`src/rtl/rf_ctrl_pkg.sv`:
```
// Shared widths, request entry type and register-address helpers
// for the banked register-file request arbiter.
package rf_ctrl_pkg;

    localparam int NUM_BANKS = 4;
    localparam int DEPTH     = 4;
    localparam int REG_AW    = 5;
    localparam int OCID_W    = 2;

    localparam int BANK_W = $clog2(NUM_BANKS);
    localparam int ROW_W  = REG_AW - BANK_W;
    localparam int PTR_W  = $clog2(DEPTH);
    localparam int OCC_W  = PTR_W + 1;

    typedef struct packed {
        logic [OCID_W-1:0] ocid;
        logic              slot;
        logic [ROW_W-1:0]  row;
    } rf_req_t;

    function automatic logic [BANK_W-1:0] bank_of(
        input logic [REG_AW-1:0] r
    );
        return r[BANK_W-1:0];
    endfunction

    function automatic logic [ROW_W-1:0] row_of(
        input logic [REG_AW-1:0] r
    );
        return r[REG_AW-1:BANK_W];
    endfunction

endpackage

```
`src/rtl/rf_bank_fifo.sv`:
```
// Per-bank request FIFO: up to two pushes and one pop per cycle.
// Ports: clk/rst, flush, push_cnt (0..2) with push_d0/push_d1
// (d0 written first), pop, head entry, occupancy and empty flag.
module rf_bank_fifo
    import rf_ctrl_pkg::*;
(
    input  logic             clk,
    input  logic             rst,
    input  logic             flush,
    input  logic [1:0]       push_cnt,
    input  rf_req_t          push_d0,
    input  rf_req_t          push_d1,
    input  logic             pop,
    output rf_req_t          head,
    output logic [OCC_W-1:0] occ,
    output logic             empty
);

    rf_req_t          mem [DEPTH];
    logic [PTR_W-1:0] wr_ptr;
    logic [PTR_W-1:0] wr_nxt;
    logic [PTR_W-1:0] rd_ptr;
    logic [OCC_W-1:0] occ_q;

    assign wr_nxt = wr_ptr + PTR_W'(1);

    always_ff @(posedge clk) begin
        if (rst || flush) begin
            wr_ptr <= '0;
            rd_ptr <= '0;
            occ_q  <= '0;
        end else begin
            wr_ptr <= wr_ptr + PTR_W'(push_cnt);
            rd_ptr <= rd_ptr + PTR_W'(pop);
            occ_q  <= occ_q + OCC_W'(push_cnt) - OCC_W'(pop);
        end
    end

    // Storage needs no reset: pointers and occupancy gate every read.
    always_ff @(posedge clk) begin
        if (!rst && !flush) begin
            if (push_cnt != 2'd0)
                mem[wr_ptr] <= push_d0;
            if (push_cnt == 2'd2)
                mem[wr_nxt] <= push_d1;
        end
    end

    assign head  = mem[rd_ptr];
    assign occ   = occ_q;
    assign empty = (occ_q == '0);

    always_ff @(posedge clk) begin
        if (!rst)
            assert (occ_q <= OCC_W'(DEPTH));
    end

endmodule

```
`src/rtl/rf_bank_req_arbiter.sv`:
```
// Steers operand reads into per-bank FIFOs and issues one access per
// bank per cycle; a CDB writeback owns its bank port for that cycle.
// Ports: req_* handshake from the operand collectors, flush, wb_en/wb_reg,
// registered rf_rd_*/rf_wr_* bank strobes, per-bank occupancy bank_occ.
module rf_bank_req_arbiter
    import rf_ctrl_pkg::*;
(
    input  logic                          clk,
    input  logic                          rst,
    input  logic                          req_valid,
    output logic                          req_ready,
    input  logic                          req_use_a,
    input  logic                          req_use_b,
    input  logic [REG_AW-1:0]             req_reg_a,
    input  logic [REG_AW-1:0]             req_reg_b,
    input  logic [OCID_W-1:0]             req_ocid,
    input  logic                          flush,
    input  logic                          wb_en,
    input  logic [REG_AW-1:0]             wb_reg,
    output logic [NUM_BANKS-1:0]          rf_rd_valid,
    output logic [NUM_BANKS*ROW_W-1:0]    rf_rd_row,
    output logic [NUM_BANKS*OCID_W-1:0]   rf_rd_ocid,
    output logic [NUM_BANKS-1:0]          rf_rd_slot,
    output logic [NUM_BANKS-1:0]          rf_wr_en,
    output logic [ROW_W-1:0]              rf_wr_row,
    output logic [NUM_BANKS*OCC_W-1:0]    bank_occ
);

    localparam int SUM_W = OCC_W + 1;

    rf_req_t               ent_a;
    rf_req_t               ent_b;
    logic [BANK_W-1:0]     bank_a;
    logic [BANK_W-1:0]     bank_b;
    logic [BANK_W-1:0]     bank_wb;
    logic                  accept;

    logic [NUM_BANKS-1:0]  hit_a;
    logic [NUM_BANKS-1:0]  hit_b;
    logic [NUM_BANKS-1:0]  fits;
    logic [NUM_BANKS-1:0]  wb_hit;
    logic [NUM_BANKS-1:0]  pop;
    logic [NUM_BANKS-1:0]  empty;
    logic [1:0]            need     [NUM_BANKS];
    logic [1:0]            push_cnt [NUM_BANKS];
    logic [OCC_W-1:0]      occ      [NUM_BANKS];
    rf_req_t               d0       [NUM_BANKS];
    rf_req_t               head     [NUM_BANKS];

    logic [NUM_BANKS-1:0]  rd_vld_q;
    logic [NUM_BANKS-1:0]  rd_slot_q;
    logic [ROW_W-1:0]      rd_row_q  [NUM_BANKS];
    logic [OCID_W-1:0]     rd_ocid_q [NUM_BANKS];
    logic [NUM_BANKS-1:0]  wr_en_q;
    logic [ROW_W-1:0]      wr_row_q;

    assign bank_a  = bank_of(req_reg_a);
    assign bank_b  = bank_of(req_reg_b);
    assign bank_wb = bank_of(wb_reg);

    assign ent_a = '{ocid: req_ocid, slot: 1'b0, row: row_of(req_reg_a)};
    assign ent_b = '{ocid: req_ocid, slot: 1'b1, row: row_of(req_reg_b)};

    // Space is judged on current occupancy only; a pop this cycle
    // does not make room for a push this cycle.
    assign req_ready = !flush && (&fits);
    assign accept    = req_valid && req_ready;

    for (genvar b = 0; b < NUM_BANKS; b++) begin : g_bank
        assign hit_a[b] = req_use_a && (bank_a == BANK_W'(b));
        assign hit_b[b] = req_use_b && (bank_b == BANK_W'(b));
        assign need[b]  = {1'b0, hit_a[b]} + {1'b0, hit_b[b]};
        assign fits[b]  = (SUM_W'(occ[b]) + SUM_W'(need[b]))
                          <= SUM_W'(DEPTH);

        // A goes first when both operands share the bank.
        assign d0[b]       = hit_a[b] ? ent_a : ent_b;
        assign push_cnt[b] = accept ? need[b] : 2'd0;

        assign wb_hit[b] = wb_en && (bank_wb == BANK_W'(b));
        assign pop[b]    = !wb_hit[b] && !empty[b] && !flush;

        rf_bank_fifo u_fifo (
            .clk      (clk),
            .rst      (rst),
            .flush    (flush),
            .push_cnt (push_cnt[b]),
            .push_d0  (d0[b]),
            .push_d1  (ent_b),
            .pop      (pop[b]),
            .head     (head[b]),
            .occ      (occ[b]),
            .empty    (empty[b])
        );

        assign rf_rd_row[b*ROW_W +: ROW_W]    = rd_row_q[b];
        assign rf_rd_ocid[b*OCID_W +: OCID_W] = rd_ocid_q[b];
        assign bank_occ[b*OCC_W +: OCC_W]     = occ[b];
    end

    always_ff @(posedge clk) begin
        if (rst) begin
            rd_vld_q  <= '0;
            rd_slot_q <= '0;
            wr_en_q   <= '0;
            wr_row_q  <= '0;
            for (int b = 0; b < NUM_BANKS; b++) begin
                rd_row_q[b]  <= '0;
                rd_ocid_q[b] <= '0;
            end
        end else begin
            rd_vld_q <= pop;
            wr_en_q  <= wb_hit;
            if (wb_en)
                wr_row_q <= row_of(wb_reg);
            for (int b = 0; b < NUM_BANKS; b++) begin
                if (pop[b]) begin
                    rd_row_q[b]  <= head[b].row;
                    rd_ocid_q[b] <= head[b].ocid;
                    rd_slot_q[b] <= head[b].slot;
                end
            end
        end
    end

    assign rf_rd_valid = rd_vld_q;
    assign rf_rd_slot  = rd_slot_q;
    assign rf_wr_en    = wr_en_q;
    assign rf_wr_row   = wr_row_q;

endmodule

```
`config.mk`:
```
export PLATFORM = sky130hd
export DESIGN_NAME = rf_bank_req_arbiter
export DESIGN_NICKNAME = d
export VERILOG_FILES = /design/src/rtl/rf_ctrl_pkg.sv /design/src/rtl/rf_bank_fifo.sv /design/src/rtl/rf_bank_req_arbiter.sv
export SDC_FILE = /design/constraint.sdc
export NUM_CORES = 1
export LEC_CHECK = 0
export CAP_MARGIN = 40
export CELL_PAD_IN_SITES_DETAIL_PLACEMENT = 0
export CELL_PAD_IN_SITES_GLOBAL_PLACEMENT = 1
export CORE_MARGIN = 10
export CORE_UTILIZATION = 52
export CTS_CLUSTER_SIZE = 28
export DETAILED_ROUTE_END_ITERATION = 7
export PLACE_DENSITY_LB_ADDON = 0.12
export SETUP_SLACK_MARGIN = 0.3
export SLEW_MARGIN = 10
export SYNTH_ARGS = -nofsm -noshare
export SYNTH_HDL_FRONTEND = slang
export SYNTH_HIERARCHICAL = 1
export SYNTH_SLANG_ARGS = --single-unit
```
`constraint.sdc`:
```
create_clock -name clk -period 7.62 [get_ports clk]
set_input_delay 1.524 -clock clk [delete_from_list [all_inputs] [get_ports clk]]
set_output_delay 1.524 -clock clk [all_outputs]
set_load 0.02 [all_outputs]
```
==> results of run 1 <==
worst min-delay path by stage:
stage                                                      from                                    end  slack [ns]
after floorplan           g_bank[0].u_fifo/rd_ptr[0]$_SDFF_PP0_  g_bank[0].u_fifo/rd_ptr[0]$_SDFF_PP0_        0.53
after global placement                rf_wr_row[0]$_SDFFE_PP0P_              rf_wr_row[0]$_SDFFE_PP0P_        0.48
after detailed placement              rf_wr_row[1]$_SDFFE_PP0P_              rf_wr_row[1]$_SDFFE_PP0P_        0.49
after CTS                             rf_wr_row[1]$_SDFFE_PP0P_              rf_wr_row[1]$_SDFFE_PP0P_        0.51
after global routing                 rf_rd_slot[2]$_SDFFE_PP0P_             rf_rd_slot[2]$_SDFFE_PP0P_        0.54
final                                rf_rd_slot[2]$_SDFFE_PP0P_             rf_rd_slot[2]$_SDFFE_PP0P_        0.50
worst max-delay path: cells and delay by family:
kind	cells	cell delay, ns
compound gates	2	0.50
fa+ha+maj	3	0.97
simple gates	3	0.76
buf+inv	4	1.27
state kept, by name, summed over array words and instances (netlist names):
register,count
rf_rd_valid,4
g_bank.u_fifo/occ,12
g_bank.u_fifo/rd_ptr,8
rf_wr_row,3
g_bank.u_fifo/wr_ptr,8
rf_rd_slot,4
rd_row_q,12
rd_ocid_q,8
g_bank.u_fifo/mem,96
rf_wr_en,4
synth_stat cells (all sizes together), types with 2 or more instances:
| library cell | count | area (sq um) |
|---|---|---|
| edfxtp | 116 | 3480 |
| mux2 | 108 | 1220 |
| nor2 | 54 | 220 |
| inv | 45 | 169 |
| dfxtp | 43 | 861 |
| and2 | 35 | 219 |
| ha | 32 | 400 |
| mux4 | 24 | 541 |
| nand2 | 23 | 86.3 |
| xnor2 | 21 | 184 |
| nor3 | 13 | 98.9 |
| buf | 12 | 83.8 |
| nand2b | 12 | 75.1 |
| clkbuf | 8 | 30.0 |
| fa | 8 | 160 |
| nand3 | 8 | 40.0 |
| mux2i | 7 | 70.1 |
| nand3b | 7 | 56.3 |
| or2 | 7 | 43.8 |
| a21oi | 6 | 30.0 |
| nor2b | 6 | 37.5 |
| a211oi | 4 | 30.0 |
| nor4b | 4 | 95.1 |
| a21o | 3 | 22.5 |
| a311o | 3 | 30.0 |
| nor3b | 3 | 27.5 |
| o21bai | 3 | 22.5 |
| o22a | 3 | 26.3 |
| and2b | 2 | 16.3 |
| and3 | 2 | 13.8 |
| nand4 | 2 | 12.5 |
| o21ai | 2 | 10.0 |
final cells by class:
type | count | share of cell area (%)
clock buffers | 21 | 4.66
clock inverters | 11 | 1.03
inverters | 45 | 1.67
multi-input cells | 428 | 39.0
flip-flops and latches | 159 | 42.9
well taps | 216 | 2.67
repair buffers | 82 | 8.10
cells by family (layout without fill, tap and decap cells):
group | count (synthesis) | after routing | synth area share (%)
AOI/OAI and AO/OA | 30 | 30 | 2.80
buffers and inverters | 65 | 159 | 3.32
xor gates and xnor gates | 22 | 22 | 2.26
DFF | 159 | 159 | 51.0
muxes | 139 | 139 | 21.4
other | 1 | 16 | 0.0440
adders and majority gates | 40 | 40 | 6.58
and+or+nand+nor | 181 | 181 | 12.6
power groups by stage:
stage | Sequential, mW | Combinational (mW) | Clock (mW)
2_1_floorplan | 0.975 | 0.0801 | 0
3_3_place_gp | 0.965 | 0.153 | 0
3_5_place_dp | 0.966 | 0.161 | 0
4_1_cts | 0.947 | 0.162 | 0.848
5_1_grt | 0.948 | 0.177 | 0.889
6_report | 0.947 | 0.161 | 0.833
through the flow:
| stage | utilization [%] | power [mW] | cells | hold slack (ns) |
|---|---|---|---|---|
| after CTS | 63.3 | 1.96 | 962 | 0.505 |
| after floorplan | - | 1.06 | 652 | 0.533 |
| after global routing | 63.3 | 2.01 | 962 | 0.536 |
| after global placement | 59.2 | 1.12 | 923 | 0.477 |
| after detailed placement | 59.7 | 1.13 | 930 | 0.490 |
| final | 63.3 | 1.94 | 962 | 0.499 |
layout by cell type (no fill, tap or decap), types with 21 or more instances in the layout:
cell	synthesis	final
sky130_fd_sc_hd__mux2_2	108	108
sky130_fd_sc_hd__inv_1	44	44
sky130_fd_sc_hd__nand2_1	23	23
sky130_fd_sc_hd__edfxtp_1	116	116
sky130_fd_sc_hd__mux4_2	24	24
sky130_fd_sc_hd__ha_1	32	32
sky130_fd_sc_hd__and2_1	35	35
sky130_fd_sc_hd__nor2_1	51	51
sky130_fd_sc_hd__clkdlybuf4s50_1	0	71
sky130_fd_sc_hd__dfxtp_1	43	43
sky130_fd_sc_hd__xnor2_1	21	21
per-layer routing:
metal / up-vias / wire [microns]
met5: - / 0
met4: 0 / 216
met3: 14 / 929
met2: 135 / 9940
met1: 2613 / 8110
li1: 2512 / -
==> results.md, run 1 <==
- The flow ran to the end, and the final reports show no timing, DRC or antenna violations.
- Once layout is done, the placed cells without fillers occupy 10100 sq um.
- The total area of multi-input combinational cells is 3950 sq um.
- The number of nets at the end of the flow is 797.
- The core region area is 16000 sq um.
- Clock-pin slew was measured on the worst setup and hold paths at 0.06 ns.
- The setup clock skew after layout is 0.00803 ns.
- The H-tree depth reported by CTS is 4.
- For this block, the routed nets add up to 19.2 mm of wire.
- The minimum period implied by the final worst setup slack is 6.57 ns.
- The proportion of total power due to net switching is 22.9%.
- The startpoint of the worst setup timing path is req_reg_a[0].
- The depth of the most critical reg-to-reg path is 11.
- The number of antenna diodes in the final layout is 0.
- Gates resized during post-CTS repair numbered 0.
- For this run, design rule violations remaining after detail routing come to 0.
- Summed over all cells, the static leakage comes to 3.65 nW.
- The period utilization is 86.2%.
- The number of endpoints failing setup at the final stage is 0.
- After detailed routing, the average wire length per cell comes to 20.0 microns.
- The cell with the largest stage delay on the worst path is sky130_fd_sc_hd__clkdlybuf4s50_1.
- After synthesis, flip-flops and latches occupy 51.0% of the total area.
- Global routing consumed, over all layers together, 18.4% of the routing resources.
- After floorplanning, the core was divided into 46 placement rows.
- Setup repair after global routing left no endpoint under its margin.
- In the final layout, flip-flops and latches occupy 4340 sq um.
- The kind of launch point of the worst setup path is an input pin.
- After routing, the total negative slack on setup checks comes to 0 ns.
- The main flop type after synthesis is sky130_fd_sc_hd__edfxtp_1.
- The placed instances occupy a cell area of 9550 sq um.
- On the worst path, the slowest cell contributes a delay of 0.61 ns.
- Based on the critical path, the design can be clocked at up to 152 MHz.
- The combinational fraction of design power is 8.3%.
- The total power density per cell area is 192 nW/um^2.
- After global routing the overflow that remains totals 0.
- The met1 track demand over resource is 22.5%.
- Global routing used 3.91% of the available met3 tracks.
- The placement-stage worst setup slack is 1.01 ns.
- The internal reg-to-reg setup slack is 3.74 ns.
- The critical path class is input pin to output port.
- In this run the mean area of a mapped cell was 13.4 sq um.
- The total count of max-transition violations in the final report is 0.
- The smallest setup slack after layout is 1.05 ns.
- The pre-antenna-repair detailed-routing pass consisted of 6 iterations.
- Clock tree synthesis selected as its root buffer the cell sky130_fd_sc_hd__clkbuf_16.
- The number of clock sinks is 159.
- The first global-routing pass estimated 31.2 mm of wire.
- The max-capacitance violation count is 0.
- The layer carrying the most global-route usage is met2.
- Pin placement for this block handled 72 I/O pins.
- Of the cells placed in the final design, the portion with a size suffix greater than 1 is 26.1%.
- Internal power comes to 1.50 mW.
- The die covers 21900 sq um.
- The initial antenna violation count is 0.
- Yosys mapped the design onto 54 distinct sky130hd cell types.
- Entering global routing, the biggest net connects 25 pins.
- The number of flip-flops and latches in the synthesized netlist is 159.
- The power dissipated by switching net loads is 444 uW.
- The number of cells on the worst hold path is 2.
- The fraction of met2 tracks used by global routing is 31.8%.
- At the end of routability-driven placement, the weighted congestion stood at 0.864.
- The clock tree from TritonCTS is built.
- After clock tree synthesis, the flow added hold-fix buffers numbering 0.
- The clock group share of total power is 42.9%.
- Along the worst path, the maximum fanout reaches 9.
- The area growth from synthesis to final layout is 18.9%.
- The CTS buffer count is 17.
- The hold violation count in the final report is 0.
- Summed over all nets, the half-perimeter wirelength after detailed placement is 14.0 mm.
- The die is 148 microns tall.
- The number of global-route vias before repair came to 5561.
- The remaining antenna violation count is 0.
- During placement, the flow inserted port buffers numbering 71.
- The worst hold path belongs to the class flip-flop to flip-flop.
- The x dimension of the die is 148 microns.
- The peak supply drop is 0.000147 V.
- Across all layers, the routed design uses 5274 vias.
- Yosys printed 6 warnings.
- Counting flops with an async set or reset pin after synthesis yields a share of 0%.
- For the worst-skew pair, the clock arrives at the later sink with an insertion delay of 0.43 ns.
- For the worst setup path, the data required time is 6.10 ns.
- After detailed routing, the number of vias per cell comes to 5.48.
- The area of the mapped netlist is 8520 sq um.
- The maximum count of clock buffers along a single path is 2.
- The starting utilization of the core area is 53.3%.
- The endpoint identified for the worst register-to-register timing path is g_bank[0].u_fifo/mem[2][3]$_DFFE_PP_.
- The signal on the critical path passes through clkdlybuf4s50_1, nand3b_1, inv_1, ha_1, ha_1, inv_1, fa_1, nand2b_1, a221oi_2, o211ai_2, and4bb_1, clkdlybuf4s50_1.
- In this run, the number of DRC markers left after iteration 0 of detailed routing was 444.
- The pin slew with the least headroom to its limit is 0.806 ns.
- Measured against its own limit, the worst slew margin works out to 46.1%.
- Once the clock tree was built, the setup fixing pass inserted 0 buffers.
- The number of flops mapped to enable cells by yosys is 116.
- The share of total power dissipated in sequential elements is 48.8%.
- The critical path capture point is req_ready.
- In this run the critical register-to-register path is launched from g_bank[1].u_fifo/occ[0]$_SDFF_PP0_.
- STA classifies the critical path endpoint as an output port.
- The filler cell count in the final layout is 1260.
- In the synthesized netlist, the number of instances is 637.
- Data arrives at the worst endpoint at 5.05 ns.
No activity file was read; power rests on OpenSTA's default activity.
==> inputs of run 2 (changes only) <==
HOLD_SLACK_MARGIN = 0.15   (was unset)
==> results of run 2 <==
No change in the layout: final DEF, timing and power equal those of run 1.
==> inputs of run 3 (changes only) <==
CAP_MARGIN = 10   (was 40)
==> run 3 against run 2 <==
Net effect:
- core utilization shrank 0.20 points
- critical endpoint unchanged
- wire length grew 0.39%
- largest cell class unchanged
- count of clock-buffer cells in the layout grew 2
- cell area shrank 0.31%
- clock skew grew 0.0025 ns
- sequential power is essentially flat
==> results.md, run 3 (synthesized netlist as in run 1, its figures left out) <==
- The area of the die is 21900 sq um (unchanged).
- The count of routing violations after the opening detailed-route iteration is 428 (-3.6%).
- The H-tree depth reported by CTS is 4 (unchanged).
- The peak supply drop is 0.000161 V (+9.7%).
- The remaining global-route overflow is 0 (unchanged).
- The number of flip-flops under the largest register name is 96 (unchanged).
- The number of cells on the worst hold path is 2 (unchanged).
- The cell count after placement is 923 (-0.75%).
- The average detailed-routed wire length per instance is 20.2 microns (+1.1%).
- The endpoint kind of the worst setup timing path is an output port.
- The total half-perimeter wirelength after legalization and detailed placement is 13.7 mm (-2.8%).
- The average via count per standard cell is 5.52 (+0.60%).
- The number of buffer cells added on primary ports came to 71 (unchanged).
- The critical path goes through clkdlybuf4s50_1, nand3b_1, inv_1, ha_1, ha_1, inv_1, fa_1, nand2b_1, a221oi_2, o211ai_2, and4bb_1, clkdlybuf4s50_1.
- The remaining antenna violation count was 0 (unchanged).
- The overall power of the completed layout was 2.00 mW (+3.2%).
- The die height is 148 microns (unchanged).
- The critical path class is input pin to output port.
- The CTS buffer count was 17 (unchanged).
- The kind of launch point of the worst setup path is an input pin.
- The via total after detailed routing is 5267 (-0.13%).
- The final weighted congestion in routability-driven placement is 0.864 (unchanged).
- The x dimension of the die came to 148 microns (unchanged).
- The cell area after placement is 9470 sq um (-0.84%).
- The final cell utilization of the core is 63.1% (-0.20 points).
- The top-level I/O count is 72 (unchanged).
- The final wirelength was 19.3 mm (+0.39%).
- The total non-filler cell area in the finished layout is 10100 sq um (-0.31%).
- The count of non-filler cells in the finished layout is 955 (-0.73%).
- The number of global-route vias before repair is 5483 (-1.4%).
- The period utilization is 86.9% (+0.65 points).
- The hold violation count in the final report is 0 (unchanged).
- The tightest hold margin is 0.500 ns (+0.00109 ns).
- The depth of the most critical reg-to-reg path came to 10 (-1).
- The tightest min-delay check is of the flip-flop to flip-flop type.
- The total count of max-transition violations in the final report is 0 (unchanged).
- The library cells used most frequently in the layout, excluding fill and tap cells, are sky130_fd_sc_hd__edfxtp_1, sky130_fd_sc_hd__mux2_2, sky130_fd_sc_hd__clkdlybuf4s50_1.
- The detailed-routing iteration count for the pre-antenna-repair pass is 5 (-1).
- The global routing usage summed across all routing layers is 18.0% (-0.33 points).
- The placement-stage worst setup slack came to 0.970 ns (-0.0392 ns).
- Relative to the synthesized area, the layout overhead comes to 18.5%.
- The met1 track demand over resource is 21.9% (-0.52 points).
- The setup clock skew after layout is 0.0105 ns (+0.00250 ns).
- The delay of the slowest critical-path stage was 0.61 ns (about the same).
- The clock transition at the registers of the reported paths is 0.06 ns (about the same).
- The wire length of the first global-routing pass is 30.6 mm (-1.7%).
- The arrival time at the worst endpoint is 5.10 ns (+0.05 ns).
- The maximum count of clock buffers along a single path is 2 (unchanged).
- The internal reg-to-reg setup slack is 3.69 ns (-0.05 ns).
- The cell with the largest stage delay on the worst path is sky130_fd_sc_hd__clkdlybuf4s50_1.
- The starting utilization of the core area came to 53.3% (unchanged).
- The total power density per cell area came to 198 nW/um^2 (+3.5%).
- The quantity of gates resized following cts is 0 (unchanged).
- The layout cell share with drive strength beyond 1 is 25.6% (-0.56 points).
- The core region area is 16000 sq um (unchanged).
- The peak fanout along the critical path is 9 (unchanged).
- Leaving out fill and tap cells, the most frequent cell in the layout is sky130_fd_sc_hd__edfxtp_1.
- The pin slew with the least headroom to its limit is 1.15 ns (+0.339 ns).
- The global routing usage on met3 is 4.24% (+0.34 points).
- The data required time of the critical path is 6.10 ns (about the same).
- The cell sitting at the root of the clock tree is a sky130_fd_sc_hd__clkbuf_16.
- The initial antenna violation count is 0 (unchanged).
- The largest register by flop count is g_bank.u_fifo/mem.
- The post-CTS setup buffer count is 0 (unchanged).
- The number of cell rows is 46 (unchanged).
- The number of nets at the end of the flow is 790 (-0.88%).
- The number of inserted diodes was 0 (unchanged).
- The number of endpoints failing setup at the final stage is 0 (unchanged).
- Setup repair after global routing left no endpoint under its margin.
- The layer flagged by global routing as most heavily used is met2.
- The leakage power figure is 3.62 nW (-0.72%).
- The max-capacitance violation count is 0 (unchanged).
- The clock insertion delay at the later pin of the skew report is 0.43 ns (about the same).
- The total DRC errors in the routed layout is 0 (unchanged).
- The maximum operating frequency is 151 MHz (-0.75%).
- TritonCTS built the clock tree.
- The number of clock sinks is 159 (unchanged).
- The run finished with clean final reports.
- The number of buffers added to fix hold violations after cts is 0 (unchanged).
- The tightest slew margin relative to the limit is 23.2% (-23 points).
- The pin count of the biggest net entering global routing is 33 (+32%).
- The minimum period implied by the final worst setup slack is 6.62 ns (+0.0495 ns).
- The smallest setup slack after layout is 0.999 ns (-0.0495 ns).
- The sum of negative setup slack is 0 ns (unchanged).
- The fraction of met2 tracks used by global routing is 31.0% (-0.76 points).
-- run 3: changes by cell type in the layout (fill, tap and decap cells not counted), sizes merged --
cell	delta
clkdlybuf4s50	-1
buf	-6
clkbuf	+2
bufinv	+1
clkinv	-2
clkinvlp	-1
-- run 3: path summary, 6_finish.rpt --
kind,startpoint,endpoint
max,req_reg_a[0],req_ready
min,rf_rd_slot[2]$_SDFFE_PP0P_,rf_rd_slot[2]$_SDFFE_PP0P_
min reg2reg,rf_rd_slot[2]$_SDFFE_PP0P_,rf_rd_slot[2]$_SDFFE_PP0P_
max reg2reg,g_bank[1].u_fifo/occ[0]$_SDFF_PP0_,g_bank[1].u_fifo/mem[1][1]$_DFFE_PP_
-- run 3: per-layer routing --
layer	share of wire [%]	vias up
met4	1.6	0
met2	51	139
met1	42	2622
li1	-	2483
met3	5.4	23
met5	0	-
-- run 3: worst max-delay path, delay by kind of cell --
kind / cells / cell delay [ns]
compound gates: 2 / 0.51
buf+inv: 4 / 1.29
simple gates: 3 / 0.78
fa+ha+maj: 3 / 0.98
-- run 3: area by class of cell --
class	count	area, sq um
repair buffers	75	736
inverters	45	169
well taps	216	270
multi-input cells	428	3950
clock inverters	9	119
fillers	1283	5900
clock buffers	23	510
flip-flops and latches	159	4340
-- run 3: power breakdown --
part / switching, mW / internal, mW / total [mW]
logic: 0.0835 / 0.0744 / 0.158
clock network: 0.353 / 0.545 / 0.898
registers: 0.00741 / 0.939 / 0.947
total: 0.444 / 1.56 / 2.00
